--- src/rtl/bcd_seg_scan.sv ---
// Four-digit multiplexed seven-segment scanner with staging/shadow double buffering.
// Optional blink gating is compiled in with `define BCD_SEG_SCAN_BLINK_EN.
module bcd_seg_scan #(
    parameter int DIV_CNT  = 50000,
    parameter int LZ_BLANK = 1
) (
    input  logic       clk,
    input  logic       rst,
    input  logic [7:0] bcd_hi,
    input  logic [7:0] bcd_lo,
    input  logic       load,
    input  logic [3:0] dp_mask,
`ifdef BCD_SEG_SCAN_BLINK_EN
    input  logic       blink,
`endif
    output logic [7:0] seg,
    output logic [3:0] an,
    output logic       frame_done
);

    localparam int                CNT_W   = $clog2(DIV_CNT);
    localparam logic [CNT_W-1:0]  CNT_MAX = CNT_W'(DIV_CNT - 1);

    logic [CNT_W-1:0] r_cnt;
    logic [1:0]       r_idx;
    logic             r_armed;
    logic [15:0]      r_stage_bcd;
    logic [3:0]       r_stage_dp;
    logic             r_pending;
    logic [15:0]      r_shadow_bcd;
    logic [3:0]       r_shadow_dp;
    logic [7:0]       r_seg;
    logic [3:0]       r_an;
    logic             r_frame_done;

    logic             w_tick;
    logic             w_boundary;
    logic             w_dark;
    logic [3:0]       w_nib;
    logic             w_blank;
    logic [7:0]       w_seg_nxt;
    logic [3:0]       w_an_nxt;

    function automatic logic [6:0] f_seg_decode(input logic [3:0] nib);
        logic [6:0] code;
        case (nib)
            4'd0:    code = 7'h40;
            4'd1:    code = 7'h79;
            4'd2:    code = 7'h24;
            4'd3:    code = 7'h30;
            4'd4:    code = 7'h19;
            4'd5:    code = 7'h12;
            4'd6:    code = 7'h02;
            4'd7:    code = 7'h78;
            4'd8:    code = 7'h00;
            4'd9:    code = 7'h10;
            default: code = 7'h3F;
        endcase
        return code;
    endfunction

    assign w_tick     = (r_cnt == CNT_MAX);
    assign w_boundary = w_tick && r_armed && (r_idx == 2'd3);

    // The first slot after reset is dark (r_armed low) so digit 0 always gets a full slot.
    always_ff @(posedge clk or posedge rst) begin
        if (rst) begin
            r_cnt   <= '0;
            r_idx   <= 2'd0;
            r_armed <= 1'b0;
        end else if (w_tick) begin
            r_cnt <= '0;
            if (r_armed) begin
                r_idx <= r_idx + 2'd1;
            end else begin
                r_armed <= 1'b1;
            end
        end else begin
            r_cnt <= r_cnt + CNT_W'(1);
        end
    end

    always_ff @(posedge clk or posedge rst) begin
        if (rst) begin
            r_stage_bcd <= '0;
            r_stage_dp  <= '0;
        end else if (load) begin
            r_stage_bcd <= {bcd_hi, bcd_lo};
            r_stage_dp  <= dp_mask;
        end
    end

    // A load coinciding with the boundary bypasses staging straight into the shadow.
    always_ff @(posedge clk or posedge rst) begin
        if (rst) begin
            r_pending    <= 1'b0;
            r_shadow_bcd <= '0;
            r_shadow_dp  <= '0;
        end else if (w_boundary && load) begin
            r_pending    <= 1'b0;
            r_shadow_bcd <= {bcd_hi, bcd_lo};
            r_shadow_dp  <= dp_mask;
        end else if (w_boundary && r_pending) begin
            r_pending    <= 1'b0;
            r_shadow_bcd <= r_stage_bcd;
            r_shadow_dp  <= r_stage_dp;
        end else if (load) begin
            r_pending <= 1'b1;
        end
    end

`ifdef BCD_SEG_SCAN_BLINK_EN
    logic [5:0] r_frame_cnt;

    always_ff @(posedge clk or posedge rst) begin
        if (rst) begin
            r_frame_cnt <= '0;
        end else if (w_boundary) begin
            r_frame_cnt <= r_frame_cnt + 6'd1;
        end
    end

    assign w_dark = blink & r_frame_cnt[5];
`else
    assign w_dark = 1'b0;
`endif

    always_comb begin
        w_nib = 4'd0;
        case (r_idx)
            2'd0: w_nib = r_shadow_bcd[3:0];
            2'd1: w_nib = r_shadow_bcd[7:4];
            2'd2: w_nib = r_shadow_bcd[11:8];
            2'd3: w_nib = r_shadow_bcd[15:12];
            default: w_nib = 4'd0;
        endcase
    end

    // Tens digits sit at odd indices; only those are candidates for blanking.
    assign w_blank = (LZ_BLANK != 0) && r_idx[0] && (w_nib == 4'd0);

    always_comb begin
        w_seg_nxt = 8'hFF;
        w_an_nxt  = 4'hF;
        if (r_armed && !w_tick && !w_dark) begin
            w_an_nxt     = ~(4'b0001 << r_idx);
            w_seg_nxt[7] = ~r_shadow_dp[r_idx];
            w_seg_nxt[6:0] = w_blank ? 7'h7F : f_seg_decode(w_nib);
        end
    end

    always_ff @(posedge clk or posedge rst) begin
        if (rst) begin
            r_seg        <= 8'hFF;
            r_an         <= 4'hF;
            r_frame_done <= 1'b0;
        end else begin
            r_seg        <= w_seg_nxt;
            r_an         <= w_an_nxt;
            r_frame_done <= w_boundary;
        end
    end

    assign seg        = r_seg;
    assign an         = r_an;
    assign frame_done = r_frame_done;

endmodule
--- config.mk ---
export PLATFORM = sky130hd
export DESIGN_NAME = bcd_seg_scan
export DESIGN_NICKNAME = d
export VERILOG_FILES = /design/src/rtl/bcd_seg_scan.sv
export SDC_FILE = /design/constraint.sdc
export NUM_CORES = 1
export LEC_CHECK = 0
export ABC_AREA = 1
export BUFFER_PORTS_ARGS = -buffer_cell sky130_fd_sc_hd__buf_2
export CAP_MARGIN = 15
export CORE_ASPECT_RATIO = 1.4
export CORE_MARGIN = 1.5
export CORE_UTILIZATION = 30
export CTS_CLUSTER_SIZE = 20
export DETAILED_ROUTE_END_ITERATION = 10
export PLACE_DENSITY = 0.52
export SLEW_MARGIN = 20
export SYNTH_ARGS = -nofsm -noshare
export SYNTH_HDL_FRONTEND = slang
export SYNTH_SLANG_ARGS = --single-unit
--- constraint.sdc ---
create_clock -name clk -period 2.4 [get_ports clk]
set_input_delay 0.24 -clock clk [delete_from_list [all_inputs] [get_ports clk]]
set_output_delay 0.24 -clock clk [all_outputs]
set_load 0.02 [all_outputs]
==> results of run 1 <==
-- path summary, 6_finish.rpt --
| path | start | to | cells after the start |
|---|---|---|---|
| setup / recovery | r_idx[0] | seg[3] | 11 |
| hold / removal | bcd_hi[1] | r_stage_bcd[9] | 3 |
| setup reg to reg | r_idx[0] | seg[3] | 11 |
| hold reg to reg | r_cnt[0] | r_cnt[0] | 1 |
| max in group asynchronous | rst | seg[6] | 4 |
| min in group asynchronous | rst | r_stage_bcd[12] | 3 |
-- logic make-up (layout without fill, tap and decap cells) --
kind of cell | count (synthesis) | in the layout | share of synthesized area
buf+inv | 86 | 126 | 0.0976
mux | 1 | 1 | 0.00302
simple gates | 241 | 241 | 0.291
fa+ha+maj | 12 | 12 | 0.0403
xor+xnor | 9 | 9 | 0.0211
compound gates | 36 | 36 | 0.0530
flops | 73 | 73 | 0.494
-- report_power, final --
| group | internal, W | switching [W] | total, W |
|---|---|---|---|
| registers | 0.00128 | 0.0000201 | 0.00130 |
| logic | 0.0000589 | 0.000106 | 0.000165 |
| clock network | 0.000968 | 0.000472 | 0.00144 |
-- synth_stat cells (2+ instances only) --
cell type / number / area share
nor3_1: 4 / 0.0054
buf_4: 2 / 0.0040
dfstp_2: 12 / 0.085
nor2_1: 26 / 0.026
xor2_1: 8 / 0.019
o22ai_1: 2 / 0.0034
clkbuf_1: 7 / 0.0070
or2_1: 2 / 0.0034
buf_6: 4 / 0.012
inv_2: 7 / 0.0070
nor2_4: 2 / 0.0060
o211ai_1: 4 / 0.0081
o21ai_0: 23 / 0.031
dfrtp_1: 61 / 0.41
nor2_2: 6 / 0.010
nand3_1: 50 / 0.067
a21oi_1: 4 / 0.0054
inv_1: 62 / 0.062
nand4_1: 2 / 0.0034
nor4_1: 2 / 0.0034
nand2_1: 141 / 0.14
buf_2: 3 / 0.0040
nand3_4: 2 / 0.0094
ha_1: 12 / 0.040
-- worst register-to-register path: stages (launching register included) --
cell	delay (ns)
dfrtp_1	0.42
inv_1	0.19
ha_1	0.22
inv_1	0.12
nand2_1	0.09
o22a_1	0.22
inv_1	0.10
ha_1	0.20
nand4_1	0.08
nand2_1	0.09
nor2_2	0.19
nand2_1	0.08
-- metal layers --
metal / global-route usage / routed length (µm) / vias to the layer above
li1: - / - / 1491
met1: 0.151 / 3420 / 1327
met2: 0.218 / 3800 / 55
met3: 0.0243 / 229 / 7
met4: 0.0476 / 116 / 0
met5: 0 / 0 / -
-- flip-flops by register name (all words and copies together) (netlist names) --
name and count:
an 4, frame_done 1, r_armed 1, r_cnt 16, r_idx 2, r_pending 1, r_shadow_bcd 16, r_shadow_dp 4
r_stage_bcd 16, r_stage_dp 4, seg 8
-- per-stage QoR --
step,setup WS (ns),utilization
6_report,0.314,0.357
2_1_floorplan,0.327,-
5_1_grt,0.0612,0.357
3_5_place_dp,0.263,0.329
4_1_cts,0.224,0.356
3_3_place_gp,0.314,0.329
-- cell type report --
| cell class | count | area (µm²) |
|---|---|---|
| repair buffers | 40 | 228 |
| fillers | 1317 | 7880 |
| multi-input cells | 299 | 1530 |
| clock inverters | 2 | 60.1 |
| well taps | 150 | 188 |
| flip-flops and latches | 73 | 1840 |
| inverters | 70 | 263 |
| clock buffers | 14 | 264 |
-- timing repair --
item,4_1_cts,5_1_grt
hold endpoints to repair,14,0
hold buffers,1,0
setup endpoints to repair,0,1
resized for setup,0,1
-- placed cells by master (no fill, tap or decap), types with 2 or more instances in the layout --
master | netlist | routed
a21oi_1 | 4 | 4
buf_2 | 3 | 35
buf_4 | 2 | 3
bufinv_16 | 0 | 2
clkbuf_1 | 7 | 3
clkbuf_16 | 0 | 9
clkbuf_8 | 0 | 2
dfrtp_1 | 61 | 61
dfstp_2 | 12 | 12
ha_1 | 12 | 12
inv_1 | 62 | 61
inv_2 | 7 | 8
nand2_1 | 141 | 141
nand3_1 | 50 | 50
nand3_4 | 2 | 2
nand4_1 | 2 | 2
nor2_1 | 26 | 26
nor2_2 | 6 | 6
nor2_4 | 2 | 2
nor3_1 | 4 | 4
nor4_1 | 2 | 2
o211ai_1 | 4 | 4
o21ai_0 | 23 | 23
or2_1 | 2 | 2
xor2_1 | 8 | 8
==> flow_metrics.env, run 1 <==
export IMPL_finClkSkew_ns=0.00795
export IMPL_firstDrtPassIters=4
export IMPL_die_w_um=97.2
export IMPL_drv_cap=0
export IMPL_pin_count=36
export IMPL_cts_buffers=9
export IMPL_max_stage_delay_ns=0.42
export IMPL_p_per_area_nw_per_um2=664
export IMPL_place_area_um2=4030
export IMPL_antennaDiodeCount=0
export IMPL_relSlewSlack=0.617
export IMPL_dieHeight_um=135
export IMPL_gp_congestion=0.822
export IMPL_post_route_min_period_ns=2.09
export IMPL_r2r_setup_slack_ns=0.31
export IMPL_worstPathRequired_ns=2.64
export IMPL_syn_mean_instance_area_um2=8.14
export IMPL_dp_cells=631
export IMPL_grt_pass1_wl_mm=13.2
export IMPL_cp_max_fo=7
export IMPL_clkSinkCount=73
export IMPL_end_kind="flip-flop"
export IMPL_drt_iter0_drc=108
export IMPL_grt_pass1_vias=2877
export IMPL_wl_per_cell_um=11.7
export IMPL_cts_htree_levels=3
export IMPL_post_cts_setup_buffers=0
export IMPL_grt_max_degree=61
export IMPL_min_path_type="in -> reg"
export IMPL_core_um2=12300
export IMPL_rows=48
export IMPL_critPathKind="reg -> reg"
export IMPL_postRouteAntennaNets=0
export IMPL_area_delta_synth_final_pct=17.3
export IMPL_power_w=0.00290
export IMPL_drcViolationCount=0
export IMPL_ys_types=34
export IMPL_fin_crit_sh=0.869
export IMPL_drv_slew=0
export IMPL_cp_top_family="simple AND/OR/NAND/NOR gates"
export IMPL_synth_ff_type="dfrtp_1"
export IMPL_synthArstFlopShare=1.00
export IMPL_synth_edf_count=0
export IMPL_vdd_drop_max_mv=0.277
export IMPL_worst_pin_slew_ns=0.571
export IMPL_antenna_found_initial=0
export IMPL_stdcell_area_um2=4370
export IMPL_setup_viol_count_final=0
export IMPL_grtUsageTotal=0.124
export IMPL_routed_wl_mm=7.57
export IMPL_rsz0062_at_grt="false"
export IMPL_ys_seq_area_frac=0.494
export IMPL_status="complete, no violations"
export IMPL_portBuffers=35
export IMPL_cp_arrival_ns=2.33
export IMPL_netlist_area_um2=3730
export IMPL_clock_fmax_mhz=479
export IMPL_instances_no_fill=648
export IMPL_viasPerCell=4.44
export IMPL_hpwl_mm=5.66
export IMPL_cts_clk_slew_worst_paths_ns=0.06
export IMPL_cts_path_max_buffers=2
export IMPL_clock_latency_ns=0.33
export IMPL_yosys_warnings=0
export IMPL_worst_path_buf_inv=3
export IMPL_dieArea_um2=13100
export IMPL_finalHoldViolCount=0
export IMPL_synthCells=458
export IMPL_fin_tns_setup_ns=0
export IMPL_worstPathCellList="inv_1 -> ha_1 -> inv_1 -> nand2_1 -> o22a_1 -> inv_1 -> ha_1 -> nand4_1 -> nand2_1 -> nor2_2 -> nand2_1"
export IMPL_nNetsFinal=528
export IMPL_ys_seq_elements=73
export IMPL_vias=2880
export IMPL_p_leak_nw=2.19
export IMPL_cts_root_buffer="clkbuf_16"
export IMPL_crit_slowest_cell="dfrtp_1"
export IMPL_startpoint_type="flip-flop"
export IMPL_whs_ns=0.133
export IMPL_syn_num_nets=493
export IMPL_cts_tree="done"
export IMPL_overflow=0
export IMPL_initial_core_util=0.304
export IMPL_layout_drive_gt1_share=0.177
Power figures use the tool's default switching activity.
==> run 2: changes to the inputs <==
--- a/config.mk
+++ b/config.mk
@@ -9,7 +9,6 @@
 export BUFFER_PORTS_ARGS = -buffer_cell sky130_fd_sc_hd__buf_2
 export CAP_MARGIN = 15
 export CORE_ASPECT_RATIO = 1.4
-export CORE_MARGIN = 1.5
 export CORE_UTILIZATION = 30
 export CTS_CLUSTER_SIZE = 20
 export DETAILED_ROUTE_END_ITERATION = 10
==> constraint.sdc (replaced) <==
create_clock -name clk -period 2.4 [get_ports clk]
set_input_delay 0.24 -clock clk [delete_from_list [all_inputs] [get_ports clk]]
set_output_delay 0.24 -clock clk [all_outputs]
set_load 0.005 [all_outputs]
==> run 2 against run 1 <==
Global-route usage up 0.73 points. Non-clock buffer count unchanged. Clock-buffer cell count down 3. Core utilization is 0.62 points higher. Total power down 0.80%. Largest cell class unchanged. Register-to-register slack worse by 0.06 ns. Maximum frequency is 2.7% lower. Via count decreased by 2.5%. Routed wire length shrank 0.45%. Clock skew rose by 0.00090 ns.
==> flow_metrics.env, run 2 (same netlist as run 1, synthesis figures left out) <==
export IMPL_reg_top3="r_cnt x16, r_shadow_bcd x16, r_stage_bcd x16"
export IMPL_antennaDiodeCount=0
export IMPL_finClkSkew_ns=0.00885
export IMPL_cts_repair_resized=0
export IMPL_portBuffers=35
export IMPL_status="complete, no violations"
export IMPL_drv_cap=0
export IMPL_cts_htree_levels=3
export IMPL_final_common_cell="nand2_1"
export IMPL_vias=2808
export IMPL_setup_worst_path_start="r_idx[0]"
export IMPL_drcViolationCount=0
export IMPL_postRouteAntennaNets=0
export IMPL_startpoint_type="flip-flop"
export IMPL_worst_pin_slew_ns=0.551
export IMPL_post_route_min_period_ns=2.15
export IMPL_cts_clk_slew_worst_paths_ns=0.06
export IMPL_r2r_setup_slack_ns=0.25
export IMPL_endpoint="seg[4]"
export IMPL_place_ws_ns=0.270
export IMPL_wl_per_cell_um=11.7
export IMPL_rr_endpoint="seg[4]"
export IMPL_timing_rr_start="r_idx[0]"
export IMPL_nNetsFinal=528
export IMPL_min_path_type="in -> reg"
export IMPL_dieHeight_um=134
export IMPL_grt_pass1_vias=2776
export IMPL_clkSinkCount=73
export IMPL_viasPerCell=4.37
export IMPL_initial_core_util=0.311
export IMPL_antenna_found_initial=0
export IMPL_firstDrtPassIters=4
export IMPL_grtUsageTotal=0.132
export IMPL_rsz0062_at_grt="false"
export IMPL_worstRegToRegCells=10
export IMPL_whs_ns=0.130
export IMPL_critPathKind="reg -> reg"
export IMPL_post_cts_setup_buffers=0
export IMPL_gp_congestion=0.815
export IMPL_end_kind="flip-flop"
export IMPL_fin_crit_sh=0.894
export IMPL_p_per_area_nw_per_um2=661
export IMPL_grt_max_degree=61
export IMPL_cts_hold_buf=1
export IMPL_hpwl_mm=5.59
export IMPL_grt_pass1_wl_mm=12.9
export IMPL_cp_arrival_ns=2.41
export IMPL_cts_buffers=9
export IMPL_p_leak_nw=2.19
export IMPL_die_w_um=96.2
export IMPL_rows=47
export IMPL_routed_wl_mm=7.54
export IMPL_hold_depth=3
export IMPL_cts_path_max_buffers=2
export IMPL_area_delta_synth_final_pct=16.8
export IMPL_setup_ws_ns=0.255
export IMPL_vdd_drop_max_mv=0.357
export IMPL_fillers=1259
export IMPL_layout_drive_gt1_share=0.177
export IMPL_dp_cells=628
export IMPL_worstPathRequired_ns=2.66
export IMPL_relSlewSlack=0.630
export IMPL_core_um2=12000
export IMPL_pin_count=36
export IMPL_cts_root_buffer="clkbuf_16"
export IMPL_final_cell_mix="nand2_1 (141), inv_1 (61), dfrtp_1 (61), nand3_1 (50), buf_2 (35)"
export IMPL_overflow=0
export IMPL_drv_slew=0
export IMPL_clock_fmax_mhz=466
export IMPL_setup_viol_count_final=0
export IMPL_cp_max_fo=7
export IMPL_instances_no_fill=643
export IMPL_cts_tree="done"
export IMPL_drt_iter0_drc=111
export IMPL_finalHoldViolCount=0
export IMPL_clock_latency_ns=0.33
export IMPL_fin_tns_setup_ns=0
export IMPL_dieArea_um2=12900
export IMPL_min_from="bcd_hi[2]"
-- run 2: cell types whose count changed in the layout (fill, tap and decap cells not counted), sizes merged --
cell	delta
clkbuf	-3
clkinv	+1
-- run 2: worst min path at each step --
stage,endpoint,slack [ns]
5_1_grt,r_stage_bcd[10],0.13
3_5_place_dp,r_stage_bcd[12],0.31
3_3_place_gp,r_stage_bcd[12],0.30
6_report,r_stage_bcd[10],0.13
4_1_cts,r_stage_bcd[6],0.12
2_1_floorplan,r_stage_bcd[0],0.36
-- run 2: cell type report --
type,instances,area [µm²],area share
Inverter,70,263,0.0603
Sequential cell,73,1840,0.423
Clock buffer,11,253,0.0580
Tap cell,147,184,0.0422
Multi-Input combinational cell,299,1520,0.350
Clock inverter,3,65.1,0.0149
Timing Repair Buffer,40,228,0.0523
-- run 2: report_power, final --
part           switching (W)  internal (W)
combinational       0.000105     0.0000585
sequential         0.0000201       0.00128
clock               0.000466      0.000952
total               0.000591       0.00229
-- run 2: per-stage QoR --
stage	cell area, µm²	utilization	total power [W]
4_1_cts	4360	0.363	0.00293
5_1_grt	4360	0.363	0.00301
3_3_place_gp	4030	0.336	0.00148
6_report	4360	0.363	0.00288
2_1_floorplan	3730	-	0.00143
3_5_place_dp	4030	0.336	0.00149
-- run 2: worst max-delay path, stage by stage (launching register included) --
cell and delay [ns]:
dfrtp_1 0.43, inv_1 0.15, ha_1 0.24, inv_1 0.15, nand2_1 0.07, o22ai_1 0.34, inv_1 0.16, ha_1 0.24
o211ai_1 0.17, nand2_1 0.07, nand2_1 0.06
-- run 2: metal layers --
layer | vias to the layer above | global-route usage | part of all wire
met5 | - | 0 | 0
li1 | 1490 | - | -
met1 | 1269 | 0.158 | 0.45
met3 | 11 | 0.0346 | 0.035
met4 | 0 | 0.0630 | 0.027
met2 | 38 | 0.215 | 0.49
==> run 3: changes to the inputs <==
--- a/config.mk
+++ b/config.mk
@@ -10,6 +10,7 @@
 export CAP_MARGIN = 15
 export CORE_ASPECT_RATIO = 1.4
 export CORE_UTILIZATION = 30
+export CTS_BUF_LIST = sky130_fd_sc_hd__clkbuf_8
 export CTS_CLUSTER_SIZE = 20
 export DETAILED_ROUTE_END_ITERATION = 10
 export PLACE_DENSITY = 0.52
==> run 3 against run 2 <==
Clock power down 25%. Highest routed layer unchanged. Die area unchanged. Global-route usage rose by 0.17 points. Combinational power barely moved. Sequential share of layout area is 1.0 points higher. Critical path type unchanged. Critical path depth stayed put. Largest power group is now sequential cells.
==> flow_metrics.env, run 3 (same netlist as run 1, synthesis figures left out) <==
export IMPL_hpwl_mm=5.59
export IMPL_cp_max_fo=7
export IMPL_whs_ns=0.0998
export IMPL_dieArea_um2=12900
export IMPL_cts_root_buffer="clkbuf_8"
export IMPL_worst_pin_slew_ns=0.548
export IMPL_p_per_area_nw_per_um2=594
export IMPL_cts_clk_slew_worst_paths_ns=0.08
export IMPL_crit_slowest_cell="dfrtp_1"
export IMPL_fin_util=0.355
export IMPL_portBuffers=35
export IMPL_reg_top3="r_cnt x16, r_shadow_bcd x16, r_stage_bcd x16"
export IMPL_pin_count=36
export IMPL_grt_util_met1=0.160
export IMPL_final_cell_mix="nand2_1 (141), inv_1 (61), dfrtp_1 (61), nand3_1 (50), buf_2 (35)"
export IMPL_drv_cap=0
export IMPL_dieHeight_um=134
export IMPL_grtUsageTotal=0.133
export IMPL_drcViolationCount=0
export IMPL_rr_endpoint="seg[4]"
export IMPL_clock_fmax_mhz=463
export IMPL_timing_rr_start="r_idx[0]"
export IMPL_place_area_um2=4030
export IMPL_min_from="bcd_hi[2]"
export IMPL_min_path_type="in -> reg"
export IMPL_grt_pass1_vias=2766
export IMPL_initial_core_util=0.311
export IMPL_fin_crit_sh=0.901
export IMPL_critPathKind="reg -> reg"
export IMPL_worstPathCellList="inv_1 -> ha_1 -> inv_1 -> nand2_1 -> o22ai_1 -> inv_1 -> ha_1 -> o211ai_1 -> nand2_1 -> nand2_1"
export IMPL_firstDrtPassIters=4
export IMPL_startpoint_type="flip-flop"
export IMPL_cts_buffers=9
export IMPL_cp_arrival_ns=2.45
export IMPL_drv_slew=0
export IMPL_r2r_setup_slack_ns=0.24
export IMPL_finalHoldViolCount=0
export IMPL_setup_viol_count_final=0
export IMPL_max_stage_delay_ns=0.44
export IMPL_worstPathRequired_ns=2.69
export IMPL_p_leak_nw=2.14
export IMPL_viasPerCell=4.37
export IMPL_use_met2=0.214
export IMPL_nNetsFinal=528
export IMPL_clock_latency_ns=0.35
export IMPL_postRouteAntennaNets=0
export IMPL_power_w=0.00253
export IMPL_rows=47
export IMPL_gp_congestion=0.815
export IMPL_cts_htree_levels=3
export IMPL_antennaDiodeCount=0
export IMPL_overflow=0
export IMPL_post_cts_setup_buffers=0
export IMPL_final_common_cell="nand2_1"
export IMPL_vias=2807
export IMPL_die_w_um=96.2
export IMPL_layout_drive_gt1_share=0.177
export IMPL_drt_iter0_drc=122
export IMPL_routed_wl_mm=7.55
export IMPL_wl_per_cell_um=11.7
export IMPL_end_kind="flip-flop"
export IMPL_antenna_found_initial=0
export IMPL_finClkSkew_ns=0.0127
export IMPL_status="complete, no violations"
export IMPL_relSlewSlack=0.632
export IMPL_rsz0062_at_grt="false"
export IMPL_grt_max_degree=61
export IMPL_worstRegToRegCells=10
export IMPL_stdcell_area_um2=4260
export IMPL_hold_depth=3
export IMPL_cts_path_max_buffers=2
export IMPL_area_delta_synth_final_pct=14.1
export IMPL_post_route_min_period_ns=2.16
export IMPL_core_um2=12000
export IMPL_grt_use_met3=0.0312
export IMPL_grt_busiest_layer="met2"
export IMPL_cts_tree="done"
export IMPL_fin_tns_setup_ns=0
export IMPL_vdd_drop_max_mv=0.256
export IMPL_min_delay_worst_endpoint="r_stage_bcd[10]"
export IMPL_clkSinkCount=73
export IMPL_grt_pass1_wl_mm=13.0
## run 3: cell counts in the layout (fill, tap and decap cells not counted)
Identical to the previous run, type by type.
## run 3: repair_timing
action                                 4_1_cts  5_1_grt
endpoints found under the hold margin       21        0
resized for setup                            0        0
setup endpoints to repair                    0        0
hold buffers                                 1        0
## run 3: power breakdown
| part | internal [W] | total (W) | switching [W] |
|---|---|---|---|
| clock | 0.000629 | 0.00107 | 0.000437 |
| combinational | 0.0000585 | 0.000163 | 0.000105 |
| sequential | 0.00128 | 0.00130 | 0.0000202 |
## run 3: layout make-up
type | instances | area, µm²
clock buffer | 11 | 151
tap | 147 | 184
clock inverter | 3 | 65.1
timing repair buffer | 40 | 228
multi-input combinational | 299 | 1520
fill | 1275 | 7740
inverter | 70 | 263
sequential | 73 | 1840
## run 3: critical path: cells and delay by family, from the launching register on
kind	cells	cell delay (ns)
buffers and inverters	3	0.47
DFF	1	0.44
and+or+nand+nor	3	0.20
adders and majority gates	2	0.48
AOI/OAI and AO/OA	2	0.52
## run 3: stage by stage
stage / setup slack [ns] / cells
CTS: 0.237 / 643
global route: 0.0408 / 643
global placement: 0.308 / 628
finish: 0.238 / 643
floorplan: 0.327 / 458
detailed placement: 0.270 / 628
## run 3: routing by layer
| layer | share of wire | routed length, µm | vias to the layer above |
|---|---|---|---|
| li1 | - | - | 1487 |
| met1 | 0.45 | 3430 | 1264 |
| met2 | 0.48 | 3620 | 40 |
| met3 | 0.033 | 246 | 16 |
| met4 | 0.033 | 252 | 0 |
| met5 | 0 | 0 | - |
## run 3: worst max-delay path by stage
stage	startpoint	to	slack [ns]	cells past startpoint
floorplan	rst	frame_done	0.33	1
global placement	r_idx[0]	seg[4]	0.31	10
detailed placement	r_idx[0]	seg[4]	0.27	10
CTS	r_idx[0]	seg[4]	0.24	10
global route	r_idx[0]	seg[4]	0.04	10
finish	r_idx[0]	seg[4]	0.24	10
